`config.mk`:
```
export PLATFORM = sky130hd
export DESIGN_NAME = uvma_st_if_proto_chkr_flat
export DESIGN_NICKNAME = d
export VERILOG_FILES = /design/src/rtl/uvma_st_chkr_pkg.sv /design/src/rtl/uvma_st_if_proto_chkr_if.sv /design/src/rtl/uvma_st_chkr_chan.sv /design/src/rtl/uvma_st_if_proto_chkr.sv /design/src/flat_wrapper.sv
export SDC_FILE = /design/constraint.sdc
export NUM_CORES = 1
export LEC_CHECK = 0
export CORE_MARGIN = 5
export CORE_UTILIZATION = 30
export DETAILED_ROUTE_END_ITERATION = 12
export PLACE_DENSITY_LB_ADDON = 0.25
export SETUP_SLACK_MARGIN = 0.1
export SLEW_MARGIN = 15
export SYNTH_ARGS = -nofsm -noshare
export SYNTH_HDL_FRONTEND = slang
export SYNTH_SLANG_ARGS = --single-unit
```
`constraint.sdc`:
```
create_clock -name clk -period 10.8 [get_ports clk]
set_clock_uncertainty 0.2 [all_clocks]
set_input_delay 2.16 -clock clk [delete_from_list [all_inputs] [get_ports clk]]
set_output_delay 2.16 -clock clk [all_outputs]
set_load 0.02 [all_outputs]
```
`src/rtl/uvma_st_chkr_pkg.sv`:
```
// Shared types for the st-interface protocol checker.
//   err_code_e   : per-channel error code, lowest value wins on coincidence
//   chkr_state_e : per-channel handshake FSM state
//   stall_cnt_w  : width of a stall counter that must reach TIMEOUT
package uvma_st_chkr_pkg;

    localparam int unsigned ERR_CODE_W = 3;

    // ErrXOnCtrl is reserved for simulation-only X checks; the synthesizable
    // checker never produces it.
    typedef enum logic [ERR_CODE_W-1:0] {
        ErrNone      = 3'd0,
        ErrValidDrop = 3'd1,
        ErrDataChg   = 3'd2,
        ErrStall     = 3'd3,
        ErrXOnCtrl   = 3'd4
    } err_code_e;

    typedef enum logic [0:0] {
        StIdle = 1'b0,
        StWait = 1'b1
    } chkr_state_e;

    function automatic int unsigned stall_cnt_w(input int unsigned timeout);
        return $clog2(timeout + 1);
    endfunction

endpackage

```
`src/rtl/uvma_st_if_proto_chkr_if.sv`:
```
// Bundle of NUM_CH valid/ready/data streams.
//   master : drives valid/data, observes ready
//   slave  : observes valid/data, drives ready
//   mon    : passive view used by the protocol checker
interface uvma_st_if_proto_chkr_if #(
    parameter int unsigned NUM_CH = 4,
    parameter int unsigned DATA_W = 32
) ();

    logic [NUM_CH-1:0]        valid;
    logic [NUM_CH-1:0]        ready;
    logic [NUM_CH*DATA_W-1:0] data;

    modport master (output valid, output data, input ready);
    modport slave  (input valid, input data, output ready);
    modport mon    (input valid, input ready, input data);

endinterface

```
`src/rtl/uvma_st_chkr_chan.sv`:
```
// Single-channel handshake checker: IDLE/WAIT FSM, stall counter, data capture
// and a registered error encoder.
//   clk, reset      : clock, async active-high reset
//   enable          : 0 forces IDLE and suppresses checking
//   clear           : drops the violations detected this cycle
//   valid/ready/data: the observed stream
//   code            : registered lowest error code of the previous cycle
//   n_viol          : registered number of violations of the previous cycle (0..2)
//   stall_cnt, xfer : stats taps, present only with UVMA_ST_CHKR_STATS_EN
module uvma_st_chkr_chan
    import uvma_st_chkr_pkg::*;
#(
    parameter int unsigned DATA_W  = 32,
    parameter int unsigned TIMEOUT = 256,
    parameter int unsigned CNT_W   = stall_cnt_w(TIMEOUT)
) (
    input  logic              clk,
    input  logic              reset,
    input  logic              enable,
    input  logic              clear,
    input  logic              valid,
    input  logic              ready,
    input  logic [DATA_W-1:0] data,
    output err_code_e         code,
    output logic [1:0]        n_viol
`ifdef UVMA_ST_CHKR_STATS_EN
    ,
    output logic [CNT_W-1:0]  stall_cnt,
    output logic              xfer
`endif
);

    chkr_state_e       state_q, state_d;
    logic [CNT_W-1:0]  cnt_q, cnt_d, cnt_inc;
    logic [DATA_W-1:0] cap_q, cap_d;
    err_code_e         code_q, code_d;
    logic [1:0]        n_viol_q, n_viol_d;
    logic              drop, chg, stall;

    assign cnt_inc = cnt_q + CNT_W'(1);

    always_comb begin
        state_d = state_q;
        cnt_d   = cnt_q;
        cap_d   = cap_q;
        drop    = 1'b0;
        chg     = 1'b0;
        stall   = 1'b0;
        if (!enable) begin
            state_d = StIdle;
            cnt_d   = '0;
        end else begin
            unique case (state_q)
                StIdle: begin
                    if (valid && !ready) begin
                        state_d = StWait;
                        cap_d   = data;
                        cnt_d   = CNT_W'(1);
                    end
                end
                StWait: begin
                    if (!valid) begin
                        drop    = 1'b1;
                        state_d = StIdle;
                        cnt_d   = '0;
                    end else begin
                        // Data is compared before ready, so a changed beat that
                        // is accepted still counts as a violation.
                        chg = (data != cap_q);
                        if (ready) begin
                            state_d = StIdle;
                            cnt_d   = '0;
                        end else if (cnt_q < CNT_W'(TIMEOUT)) begin
                            cnt_d = cnt_inc;
                            // Counter saturates at TIMEOUT, so this edge fires
                            // only once per stall episode.
                            stall = (cnt_inc == CNT_W'(TIMEOUT));
                        end
                    end
                end
                default: state_d = StIdle;
            endcase
        end
    end

    always_comb begin
        code_d   = ErrNone;
        n_viol_d = '0;
        if (!clear) begin
            if (drop) begin
                code_d = ErrValidDrop;
            end else if (chg) begin
                code_d = ErrDataChg;
            end else if (stall) begin
                code_d = ErrStall;
            end
            n_viol_d = {1'b0, drop} + {1'b0, chg} + {1'b0, stall};
        end
    end

    always_ff @(posedge clk or posedge reset) begin
        if (reset) begin
            state_q  <= StIdle;
            cnt_q    <= '0;
            cap_q    <= '0;
            code_q   <= ErrNone;
            n_viol_q <= '0;
        end else begin
            state_q  <= state_d;
            cnt_q    <= cnt_d;
            cap_q    <= cap_d;
            code_q   <= code_d;
            n_viol_q <= n_viol_d;
        end
    end

    assign code   = code_q;
    assign n_viol = n_viol_q;

`ifdef UVMA_ST_CHKR_STATS_EN
    assign stall_cnt = cnt_q;
    assign xfer      = enable & valid & ready;
`endif

endmodule

```
`src/rtl/uvma_st_if_proto_chkr.sv`:
```
// Passive protocol checker for NUM_CH valid/ready streams.
//   clk, reset : clock, async active-high reset
//   enable     : 0 suspends checking (channel FSMs idle, flags held)
//   clear      : 1-cycle pulse clearing flags, codes and err_cnt (wins over new errors)
//   st_if      : monitored streams (mon modport)
//   err        : sticky per-channel error flag
//   err_code   : first error code per channel, 3 bits each
//   err_cnt    : saturating count of all violations
//   err_pulse  : one-cycle flag for any new violation
// Optional macro UVMA_ST_CHKR_STATS_EN adds xfer_cnt (32-bit wrapping transfer
// counters) and max_stall (longest WAIT seen) per channel.
module uvma_st_if_proto_chkr
    import uvma_st_chkr_pkg::*;
#(
    parameter int unsigned NUM_CH    = 4,
    parameter int unsigned DATA_W    = 32,
    parameter int unsigned TIMEOUT   = 256,
    parameter int unsigned ERR_CNT_W = 16,
    localparam int unsigned CNT_W    = stall_cnt_w(TIMEOUT)
) (
    input  logic                         clk,
    input  logic                         reset,
    input  logic                         enable,
    input  logic                         clear,
    uvma_st_if_proto_chkr_if.mon         st_if,
    output logic [NUM_CH-1:0]            err,
    output logic [NUM_CH*ERR_CODE_W-1:0] err_code,
    output logic [ERR_CNT_W-1:0]         err_cnt,
    output logic                         err_pulse
`ifdef UVMA_ST_CHKR_STATS_EN
    ,
    output logic [NUM_CH*32-1:0]         xfer_cnt,
    output logic [NUM_CH*CNT_W-1:0]      max_stall
`endif
);

    localparam int unsigned SUM_W = $clog2(2 * NUM_CH + 1);
    localparam int unsigned ACC_W = ((ERR_CNT_W > SUM_W) ? ERR_CNT_W : SUM_W) + 1;
    localparam logic [ERR_CNT_W-1:0] CNT_MAX = '1;

    err_code_e  chan_code  [NUM_CH];
    logic [1:0] chan_nviol [NUM_CH];
`ifdef UVMA_ST_CHKR_STATS_EN
    logic [CNT_W-1:0]  chan_stall [NUM_CH];
    logic [NUM_CH-1:0] chan_xfer;
`endif

    for (genvar i = 0; i < NUM_CH; i++) begin : g_chan
        uvma_st_chkr_chan #(
            .DATA_W  (DATA_W),
            .TIMEOUT (TIMEOUT),
            .CNT_W   (CNT_W)
        ) u_chan (
            .clk       (clk),
            .reset     (reset),
            .enable    (enable),
            .clear     (clear),
            .valid     (st_if.valid[i]),
            .ready     (st_if.ready[i]),
            .data      (st_if.data[i*DATA_W +: DATA_W]),
            .code      (chan_code[i]),
            .n_viol    (chan_nviol[i])
`ifdef UVMA_ST_CHKR_STATS_EN
            ,
            .stall_cnt (chan_stall[i]),
            .xfer      (chan_xfer[i])
`endif
        );
    end

    logic [NUM_CH-1:0]                 err_q, err_d;
    logic [NUM_CH-1:0][ERR_CODE_W-1:0] err_code_q, err_code_d;
    logic [ERR_CNT_W-1:0]              err_cnt_q, err_cnt_d;
    logic                              err_pulse_q, err_pulse_d;
    logic [SUM_W-1:0]                  viol_sum;
    logic [ACC_W-1:0]                  acc;

    always_comb begin
        viol_sum = '0;
        for (int i = 0; i < NUM_CH; i++) begin
            viol_sum = viol_sum + SUM_W'(chan_nviol[i]);
        end
        acc = ACC_W'(err_cnt_q) + ACC_W'(viol_sum);

        err_d       = err_q;
        err_code_d  = err_code_q;
        err_cnt_d   = (acc > ACC_W'(CNT_MAX)) ? CNT_MAX : acc[ERR_CNT_W-1:0];
        err_pulse_d = (viol_sum != '0);
        for (int i = 0; i < NUM_CH; i++) begin
            if (chan_nviol[i] != 2'd0) begin
                err_d[i] = 1'b1;
                // Only the first violation of a channel is recorded.
                if (!err_q[i]) begin
                    err_code_d[i] = chan_code[i];
                end
            end
        end
        if (clear) begin
            err_d       = '0;
            err_code_d  = '0;
            err_cnt_d   = '0;
            err_pulse_d = 1'b0;
        end
    end

    always_ff @(posedge clk or posedge reset) begin
        if (reset) begin
            err_q       <= '0;
            err_code_q  <= '0;
            err_cnt_q   <= '0;
            err_pulse_q <= 1'b0;
        end else begin
            err_q       <= err_d;
            err_code_q  <= err_code_d;
            err_cnt_q   <= err_cnt_d;
            err_pulse_q <= err_pulse_d;
        end
    end

    assign err       = err_q;
    assign err_code  = err_code_q;
    assign err_cnt   = err_cnt_q;
    assign err_pulse = err_pulse_q;

`ifdef UVMA_ST_CHKR_STATS_EN
    logic [NUM_CH-1:0][31:0]      xfer_cnt_q, xfer_cnt_d;
    logic [NUM_CH-1:0][CNT_W-1:0] max_stall_q, max_stall_d;

    always_comb begin
        xfer_cnt_d  = xfer_cnt_q;
        max_stall_d = max_stall_q;
        for (int i = 0; i < NUM_CH; i++) begin
            if (chan_xfer[i]) begin
                xfer_cnt_d[i] = xfer_cnt_q[i] + 32'd1;
            end
            if (chan_stall[i] > max_stall_q[i]) begin
                max_stall_d[i] = chan_stall[i];
            end
        end
        if (clear) begin
            xfer_cnt_d  = '0;
            max_stall_d = '0;
        end
    end

    always_ff @(posedge clk or posedge reset) begin
        if (reset) begin
            xfer_cnt_q  <= '0;
            max_stall_q <= '0;
        end else begin
            xfer_cnt_q  <= xfer_cnt_d;
            max_stall_q <= max_stall_d;
        end
    end

    assign xfer_cnt  = xfer_cnt_q;
    assign max_stall = max_stall_q;
`endif

endmodule
```
`src/flat_wrapper.sv`:
```
// flat-port wrapper written by rule: the top's interface ports become plain ports
module uvma_st_if_proto_chkr_flat import uvma_st_chkr_pkg::*;
#(
    parameter int unsigned NUM_CH    = 4,
    parameter int unsigned DATA_W    = 32,
    parameter int unsigned TIMEOUT   = 256,
    parameter int unsigned ERR_CNT_W = 16,
    localparam int unsigned CNT_W    = stall_cnt_w(TIMEOUT)
)
  (clk, reset, enable, clear, err, err_code, err_cnt, err_pulse, st_if_valid, st_if_ready, st_if_data);
  uvma_st_if_proto_chkr_if #(.NUM_CH(NUM_CH), .DATA_W(DATA_W)) st_if_i ();
  input  logic clk;
  input  logic reset;
  input  logic enable;
  input  logic clear;
  output logic [NUM_CH-1:0] err;
  output logic [NUM_CH*ERR_CODE_W-1:0] err_code;
  output logic [ERR_CNT_W-1:0] err_cnt;
  output logic err_pulse;
  input wire logic [$bits(st_if_i.valid)-1:0] st_if_valid;
  input wire logic [$bits(st_if_i.ready)-1:0] st_if_ready;
  input wire logic [$bits(st_if_i.data)-1:0] st_if_data;
  assign st_if_i.valid = st_if_valid;
  assign st_if_i.ready = st_if_ready;
  assign st_if_i.data = st_if_data;
  uvma_st_if_proto_chkr #(.NUM_CH(NUM_CH), .DATA_W(DATA_W), .TIMEOUT(TIMEOUT), .ERR_CNT_W(ERR_CNT_W)) u_core (.clk(clk), .reset(reset), .enable(enable), .clear(clear), .st_if(st_if_i), .err(err), .err_code(err_code), .err_cnt(err_cnt), .err_pulse(err_pulse));
endmodule
```
==> impl_metrics.json, run 1 <==
{
  "synth.avg_cell_area_um2": 11.8,
  "cts_setup_buffers": 0,
  "arrival_ns": 4.66,
  "syn_to_final_growth_pct": 27.8,
  "routed_via_density": 4.65,
  "final_hold_viol_count": 0,
  "gp_congestion": 0.768,
  "internal_power_mw": 1.63,
  "cts_sinks": 213,
  "synth-xor-area-share": 0.121,
  "syn_area_mm2": 0.0107,
  "crit_path_start_kind": "flop",
  "slew_headroom": 0.347,
  "wire_per_inst_um": 14.9,
  "sequentialPowerShare": 0.452,
  "synth_top_family_by_area": "multiplexers",
  "p_leak_nw": 5.67,
  "synth-edff-count": 0,
  "io_pins": 173,
  "drt-total-wl_mm": 23.1,
  "netlist_instances": 903,
  "final_nets": 1241,
  "floorplan.initialDensity": 0.302,
  "cp-end-kind": "flop",
  "combPwrFrac": 0.153,
  "synth-seq-cells": 213,
  "ctsHoldBuffers": 0,
  "fillCellCount": 3469,
  "dpl.hpwl_mm": 16.2,
  "rsz0062_at_grt": "false",
  "numCtsBuffers": 27,
  "yosysSeqAreaShare": 0.498,
  "root_buffer": "clkbuf_16",
  "maxCapViolCount": 0,
  "synthTopCellsByCount": "dfrtp_1, mux2_2, xnor2_1",
  "yosysUniqueCellTypes": 60,
  "yosysMostFrequentCell": "dfrtp_1",
  "grt_usage": 0.114,
  "p_per_area_mw_per_mm2": 158,
  "path_max_fanout": 12,
  "critPathKind": "flop to flop",
  "cts-resized-gates": 0,
  "grt-ovfl-total": 0,
  "clk_pin_slew_ns": 0.06,
  "max-vdd-ir-drop_uv": 92.3,
  "dr.pass1.iters": 4,
  "drc": 0,
  "fmaxAchievable_mhz": 222,
  "core_area_mm2": 0.0354,
  "swShare": 0.244,
  "clk_latency_ns": 0.52,
  "post_route_cells_drive_above_1_share": 0.167,
  "yosys.area.top_type": "dfrtp_1",
  "ys.flop_type": "dfrtp_1",
  "setup_viol": 0,
  "p_sw_uw": 526,
  "grt_antenna_before_repair": 0,
  "finalCritPeriodShare": 0.417,
  "grt_pass1_wl_mm": 37.7,
  "slew_viol_final": 0,
  "diodes": 0,
  "total_power_mw": 2.16,
  "cts.path.max_buffers": 3,
  "die_x_um": 199,
  "synth_compound_area_frac": 0.0632,
  "worst_pin_slew_ns": 0.979,
  "synthAdderAreaFrac": 0.0344,
  "dieArea_mm2": 0.0395,
  "ys_top_cells_by_area": "dfrtp_1, mux2_2, xnor2_1",
  "pwr-share-clk": 0.395,
  "num_rows": 69,
  "fp.dieH_um": 199,
  "hold_class": "flop to flop",
  "port_buffers": 168,
  "synth-simple-area-share": 0.115,
  "min_period_ns": 4.50,
  "grt_pass1_vias": 7451,
  "cts_max_level": 1,
  "grt_max_degree": 84,
  "cts_tree": "yes",
  "status": "finished, final reports clean",
  "required_ns": 10.96,
  "synth-async-reset-ratio": 1.00,
  "ant_nets": 0,
  "synth_top_cell_area_share": 0.498,
  "synth_mux_area_frac": 0.144,
  "drt_iter0_drc": 205,
  "num_vias": 7221,
  "ys_warn_count": 0,
  "fin_tns_setup_ns": 0
}
[through the flow]
stage / instance area, um^2 / std cells / setup slack [ns] / hold WS (ns) / utilization
CTS: 13700 / 1553 / 6.32 / 0.290 / 0.386
global route: 13700 / 1553 / 6.02 / 0.316 / 0.386
global placement: 12800 / 1509 / 5.80 / 0.267 / 0.363
finish: 13700 / 1553 / 6.30 / 0.288 / 0.386
floorplan: 10700 / 906 / 2.62 / 0.245 / -
detailed placement: 12800 / 1509 / 5.78 / 0.275 / 0.363
[power by group through the flow]
stage	registers, mW	logic (mW)	clock network [mW]
2_1_floorplan	0.973	0.235	0
3_3_place_gp	0.982	0.331	0
3_5_place_dp	0.986	0.336	0
4_1_cts	0.973	0.338	0.892
5_1_grt	0.986	0.365	0.924
6_report	0.973	0.330	0.852
[cell type report]
class	count	area, um^2	share of cell area
multi-input cells	646	5140	0.376
well taps	461	577	0.0422
clock buffers	39	781	0.0571
clock inverters	5	53.8	0.00394
inverters	14	60.1	0.00439
flip-flops and latches	213	5330	0.390
repair buffers	175	1730	0.126
[per-layer routing]
layer	routed length [um]	global-route usage	up-vias
met4	441	0.0284	0
met5	0	0	-
met3	1370	0.0246	34
met2	10400	0.183	146
met1	10900	0.159	3533
li1	-	-	3508
[final timing paths]
check                                                     to  cells past startpoint                               from  slack [ns]
max reg2reg                                u_core.err_cnt[8]                     11  u_core.g_chan[1].u_chan.n_viol[0]        6.30
max in group asynchronous   u_core.g_chan[2].u_chan.cnt_q[0]                      3                              reset        7.07
max                                        u_core.err_cnt[8]                     11  u_core.g_chan[1].u_chan.n_viol[0]        6.30
min                                       u_core.err_code[6]                      2    u_core.g_chan[2].u_chan.code[0]        0.29
min in group asynchronous  u_core.g_chan[2].u_chan.cap_q[20]                      2                              reset        1.90
min reg2reg                               u_core.err_code[6]                      2    u_core.g_chan[2].u_chan.code[0]        0.29
[sequential cells by signal (all words and copies together), names as in the netlist]
name,count
u_core.err,4
u_core.g_chan.u_chan.state_q,4
u_core.err_cnt,16
u_core.err_code,8
u_core.g_chan.u_chan.cnt_q,36
u_core.g_chan.u_chan.code,8
u_core.err_pulse,1
u_core.g_chan.u_chan.cap_q,128
u_core.g_chan.u_chan.n_viol,8
[layout by cell type, fill, tap and decap left out, types with 6 or more instances in the layout]
cell type / instances
a21oi_1: 20
a31oi_1: 6
and2_1: 10
and3_1: 19
buf_4: 7
clkbuf_1: 6
clkbuf_16: 27
clkbuf_8: 6
clkdlybuf4s50_1: 167
dfrtp_1: 213
fa_1: 9
ha_1: 15
inv_1: 13
mux2_1: 8
mux2_2: 120
mux2i_1: 10
nand2_1: 32
nand3_1: 17
nand4_1: 30
nor2_1: 50
nor2b_1: 12
nor3_1: 13
nor4_1: 16
o21ai_0: 37
o31ai_1: 6
xnor2_1: 110
xor2_1: 38
[worst max-delay path: stages, from the launching register on]
cell and delay [ns]:
dfrtp_1 0.40, ha_1 0.23, fa_1 0.51, fa_1 0.49, ha_1 0.22, fa_1 0.46
ha_1 0.34, and3_1 0.17, o21ai_0 0.57, nor2_1 0.19, nand2_1 0.42, a21oi_1 0.13
[kinds of logic (layout without fill, tap and decap cells)]
group / Yosys count / count (layout)
mux: 138 / 138
simple gates: 228 / 228
fa+ha+maj: 24 / 24
other cells: 1 / 4
xor+xnor: 148 / 148
buf+inv: 47 / 233
flops: 213 / 213
compound gates: 104 / 104
Power figures use the tool's default switching activity.
==> run 2: changes to the inputs <==
==> constraint.sdc (replaced) <==
create_clock -name clk -period 3.6 [get_ports clk]
set_clock_uncertainty 0.2 [all_clocks]
set_input_delay 0.72 -clock clk [delete_from_list [all_inputs] [get_ports clk]]
set_output_delay 0.72 -clock clk [all_outputs]
set_load 0.02 [all_outputs]
==> run 2 against run 1 <==
Critical path depth stayed put. Sequential cell count stayed put. Total power grew to 3.1 times the previous value. Setup slack worse by 6.3 ns. Sequential share of layout area is 0.90 points lower. Fmax is 25% higher. Non-clock buffer count is 16 higher. Global-route usage is 0.12 points higher. Die area stayed put. Design area is 2.4% higher. First-iteration DRC count is 5.9% higher. Wire length is 0.13% higher. Largest power group unchanged. Highest routed layer is now met5.
==> impl_metrics.json, run 2 (synthesis gave the netlist of run 1 again) <==
{
  "fmaxAchievable_mhz": 278,
  "grt_usage": 0.115,
  "drc": 0,
  "io_pins": 173,
  "min_period_ns": 3.60,
  "final_nets": 1259,
  "p_sw_mw": 1.64,
  "min_from": "u_core.g_chan[1].u_chan.code[0]",
  "slew_headroom": 0.420,
  "finalCritPeriodShare": 0.999,
  "sequentialPowerShare": 0.443,
  "routed_via_density": 4.61,
  "num_vias": 7273,
  "worst_pin_slew_ns": 0.870,
  "clk_latency_ns": 0.56,
  "hold_end": "u_core.err_code[3]",
  "max-vdd-ir-drop_uv": 338,
  "required_ns": 3.80,
  "dr.pass1.iters": 4,
  "crit_path_start_kind": "flop",
  "p_leak_nw": 5.82,
  "grt_antenna_before_repair": 2,
  "port_buffers": 168,
  "rsz0062_at_grt": "true",
  "ant_nets": 0,
  "drt-total-wl_mm": 23.1,
  "cts_sinks": 213,
  "final_cell_mix": "dfrtp_1, clkdlybuf4s50_1, mux2_2",
  "cts.path.max_buffers": 3,
  "p_per_area_mw_per_mm2": 470,
  "syn_to_final_growth_pct": 30.8,
  "cts_max_level": 1,
  "hold_class": "flop to flop",
  "final_common_cell": "dfrtp_1",
  "die_x_um": 199,
  "clk_pin_slew_ns": 0.06,
  "stdcell_area_mm2": 0.0140,
  "final-instance-count-excl-fill": 1576,
  "ctsHoldBuffers": 0,
  "swShare": 0.249,
  "numPlacedInstances": 1523,
  "regMostFlops": "u_core.g_chan.u_chan.cap_q",
  "pwr-share-clk": 0.405,
  "reg2reg_from": "u_core.g_chan[0].u_chan.n_viol[0]",
  "internal_power_mw": 4.94,
  "largest_reg_flops": 128,
  "dieArea_mm2": 0.0395,
  "root_buffer": "clkbuf_16",
  "fp.dieH_um": 199,
  "hold_depth": 2,
  "whs_ns": 0.284,
  "grt-ovfl-total": 0,
  "grt_pass1_vias": 7383,
  "dpl.hpwl_mm": 16.6,
  "placed_area_mm2": 0.0130,
  "r2r_end": "u_core.err_cnt[7]",
  "critPathKind": "flop to flop",
  "numCtsBuffers": 28,
  "startpoint": "u_core.g_chan[0].u_chan.n_viol[0]",
  "path_max_fanout": 3,
  "rrSetupSlack_ns": 0.005,
  "cts_tree": "yes",
  "grt_max_degree": 61,
  "grt_pass1_wl_mm": 37.9,
  "maxCapViolCount": 0,
  "final_hold_viol_count": 0,
  "arrival_ns": 3.79,
  "setup_viol": 0,
  "floorplan.initialDensity": 0.302,
  "core_area_mm2": 0.0354,
  "status": "finished, final reports clean",
  "post_route_cells_drive_above_1_share": 0.196,
  "num_rows": 69,
  "cp-end-kind": "flop",
  "diodes": 0,
  "wire_per_inst_um": 14.7,
  "slew_viol_final": 0,
  "combPwrFrac": 0.152,
  "gp_congestion": 0.745,
  "drt_iter0_drc": 217,
  "r2r_cells": 11
}
[run 2: worst max-delay path by stage]
| stage | end | slack [ns] | depth (start not counted) |
|---|---|---|---|
| finish | u_core.err_cnt[7] | 0.005 | 11 |
| global route | u_core.err_cnt[7] | -0.08 | 11 |
| CTS | u_core.err_cnt[7] | -0.002 | 11 |
| detailed placement | u_core.err_cnt[7] | -0.03 | 11 |
| global placement | u_core.err_cnt[7] | 0.008 | 11 |
| floorplan | u_core.err[0] | -0.09 | 1 |
[run 2: repair_timing]
action | 4_1_cts | 5_1_grt
endpoints found under the setup margin | 15 | 16
gates resized for setup | 6 | 6
setup buffers | 0 | 2
gates cloned | 0 | 1
pin swaps | 10 | 1
[run 2: routing by layer]
layer  global-route usage  vias to the layer above  share of wire
met5                    0                        -        0.00091
met2                0.182                      147           0.44
met1                0.156                     3534           0.47
met3               0.0332                       41          0.063
met4               0.0322                        4          0.026
li1                     -                     3547              -
[run 2: worst max-delay path, stage by stage (launching register included)]
cell and delay, ns:
dfrtp_1 0.38, ha_2 0.19, fa_1 0.49, fa_1 0.41
ha_2 0.19, fa_2 0.56, ha_4 0.21, and3_4 0.17
a211o_1 0.30, nand3_1 0.11, xor2_1 0.15, a21oi_1 0.08
[run 2: power groups by stage]
stage	Clock (mW)	Sequential (mW)	Combinational [mW]
floorplan	0	2.92	0.705
global placement	0	2.94	1.00
detailed placement	0	2.96	1.02
CTS	2.79	2.91	1.02
global route	2.88	2.95	1.11
finish	2.66	2.91	0.999
[run 2: stage by stage]
step                      utilization  worst slack [ns]  setup TNS, ns  power, mW
after floorplan                     -           -0.0902         -19.21       3.62
after global placement          0.368           0.00848              0       3.94
after detailed placement        0.368           -0.0266         -0.230       3.97
after CTS                       0.394          -0.00205       -0.00205       6.73
after global routing            0.395           -0.0795         -0.478       6.94
final                           0.395           0.00484              0       6.57
[run 2: area by class of cell]
type                       count  area (um^2)
fill                        3405        21400
timing repair buffer         191         1910
clock buffer                  39          792
multi-input combinational    647         5230
inverter                      14         56.3
clock inverter                11         96.3
sequential                   213         5330
tap                          461          577
==> run 3: changes to the inputs <==
--- a/config.mk
+++ b/config.mk
@@ -5,6 +5,7 @@
 export SDC_FILE = /design/constraint.sdc
 export NUM_CORES = 1
 export LEC_CHECK = 0
+export CORE_ASPECT_RATIO = 1.4
 export CORE_MARGIN = 5
 export CORE_UTILIZATION = 30
 export DETAILED_ROUTE_END_ITERATION = 12
==> run 3 against run 2 <==
The run now ends with negative setup slack left. Cell count shrank 0.95%. Via count shrank 0.59%. Die area grew 0.13%. Hold slack gained 0.0051 ns. Design area shrank 0.61%. Wire length is essentially flat. First-iteration DRC count grew 12%. Register-to-register slack lost 0.02 ns. Core utilization grew 0.13 points. Critical path type unchanged. Critical endpoint is now u_core.err_cnt[5]. Largest cell class unchanged. Highest routed layer is now met4.
==> impl_metrics.json, run 3 (synthesis gave the netlist of run 1 again) <==
{
  "rsz0062_at_grt": "true",
  "met1_usage": 0.138,
  "num_vias": 7230,
  "ctsHoldBuffers": 0,
  "fmaxAchievable_mhz": 277,
  "arrival_ns": 3.77,
  "p_leak_nw": 5.75,
  "required_ns": 3.76,
  "top_usage_layer": "met2",
  "dr.pass1.iters": 4,
  "finalCritPeriodShare": 1.00,
  "regArea_mm2": 0.00533,
  "slew_headroom": 0.418,
  "slew_viol_final": 0,
  "cts.path.max_buffers": 3,
  "drc": 0,
  "path_max_fanout": 3,
  "grt_usage": 0.116,
  "setup_viol": 2,
  "hold_class": "flop to flop",
  "wire_per_inst_um": 14.8,
  "drt-total-wl_mm": 23.1,
  "dieArea_mm2": 0.0396,
  "ant_nets": 0,
  "critPathKind": "flop to flop",
  "clk_latency_ns": 0.52,
  "core_area_mm2": 0.0351,
  "crit_path_start_kind": "flop",
  "met2_usage": 0.208,
  "final_common_cell": "dfrtp_1",
  "maxCapViolCount": 0,
  "gp_congestion": 0.728,
  "largest_reg_flops": 128,
  "grt_antenna_before_repair": 1,
  "die_x_um": 170,
  "cts_tree": "yes",
  "num_rows": 81,
  "floorplan.initialDensity": 0.305,
  "multi_input_area_mm2": 0.00524,
  "violations": "negative setup slack",
  "grt-ovfl-total": 0,
  "max-vdd-ir-drop_uv": 373,
  "cts_sinks": 213,
  "p_per_area_mw_per_mm2": 469,
  "diodes": 0,
  "fp.dieH_um": 233,
  "status": "finished with violations",
  "worst_pin_slew_ns": 0.872,
  "syn_to_final_growth_pct": 30.0,
  "grt_pass1_vias": 7505,
  "dpl.hpwl_mm": 16.5,
  "hold_depth": 2,
  "io_pins": 173,
  "numPlacedInstances": 1513,
  "whs_ns": 0.290,
  "pre_cts_slack_ns": -0.115,
  "numCtsBuffers": 25,
  "root_buffer": "clkbuf_16",
  "grt_max_degree": 117,
  "r2r_cells": 11,
  "final_cell_mix": "dfrtp_1, clkdlybuf4s50_1, mux2_2",
  "regMostFlops": "u_core.g_chan.u_chan.cap_q",
  "grt_util_met3": 0.0283,
  "drt_iter0_drc": 244,
  "grt_pass1_wl_mm": 38.2,
  "routed_via_density": 4.63,
  "fillCellCount": 3410,
  "fin_tns_setup_ns": -0.0166,
  "final-instance-count-excl-fill": 1561,
  "min_period_ns": 3.61,
  "final_hold_viol_count": 0,
  "port_buffers": 168,
  "cts_max_level": 1,
  "post_route_cells_drive_above_1_share": 0.192,
  "total_power_mw": 6.53,
  "finalWorstSetupSlack_ns": -0.0127,
  "final_nets": 1252,
  "cp-end-kind": "flop",
  "clk_pin_slew_ns": 0.06
}
-- run 3: final timing paths --
check	start	to	slack (ns)
worst max-delay path	u_core.g_chan[0].u_chan.n_viol[0]	u_core.err_cnt[5]	-0.01
worst min-delay path	u_core.g_chan[3].u_chan.code[0]	u_core.err_code[9]	0.29
worst max register to register	u_core.g_chan[0].u_chan.n_viol[0]	u_core.err_cnt[5]	-0.01
worst min register to register	u_core.g_chan[3].u_chan.code[0]	u_core.err_code[9]	0.29
max in group asynchronous	reset	u_core.g_chan[1].u_chan.cap_q[19]	2.08
min in group asynchronous	reset	u_core.g_chan[0].u_chan.cap_q[21]	0.52
-- run 3: per-stage QoR --
step	utilization	cell area, um^2
3_3_place_gp	0.370	13000
3_5_place_dp	0.370	13000
4_1_cts	0.396	13900
2_1_floorplan	-	10800
5_1_grt	0.397	13900
6_report	0.397	13900
-- run 3: critical path, cell delays in order, from the launching register on --
cell,delay (ns)
dfrtp_1,0.38
ha_2,0.18
fa_1,0.49
fa_1,0.41
ha_2,0.19
fa_2,0.58
ha_4,0.22
and3_4,0.17
a211o_1,0.29
buf_4,0.15
xnor2_2,0.11
a21oi_1,0.08
-- run 3: power breakdown --
| part | total, mW | leakage (nW) | internal [mW] | switching, mW |
|---|---|---|---|---|
| sequential | 2.91 | 2.70 | 2.71 | 0.205 |
| combinational | 0.991 | 2.65 | 0.628 | 0.363 |
| clock | 2.62 | 0.407 | 1.62 | 1.00 |
-- run 3: cell type report --
cell class                 count  area share
inverter                      14     0.00405
sequential                   213       0.383
timing repair buffer         187       0.134
clock buffer                  35      0.0498
tap                          456      0.0410
multi-input combinational    647       0.377
clock inverter                 9      0.0111
-- run 3: per-layer routing --
metal  share of wire  vias up  wire [um]
li1                -     3529          -
met1            0.41     3533       9490
met2            0.51      139      11800
met3           0.059       29       1360
met4           0.022        0        520
met5               0        -          0
-- run 3: timing repair --
item	in CTS	in global routing
buffers inserted	2	1
pin swaps	8	5
gates cloned	1	0
resized for setup	12	2
setup endpoints to repair	16	16
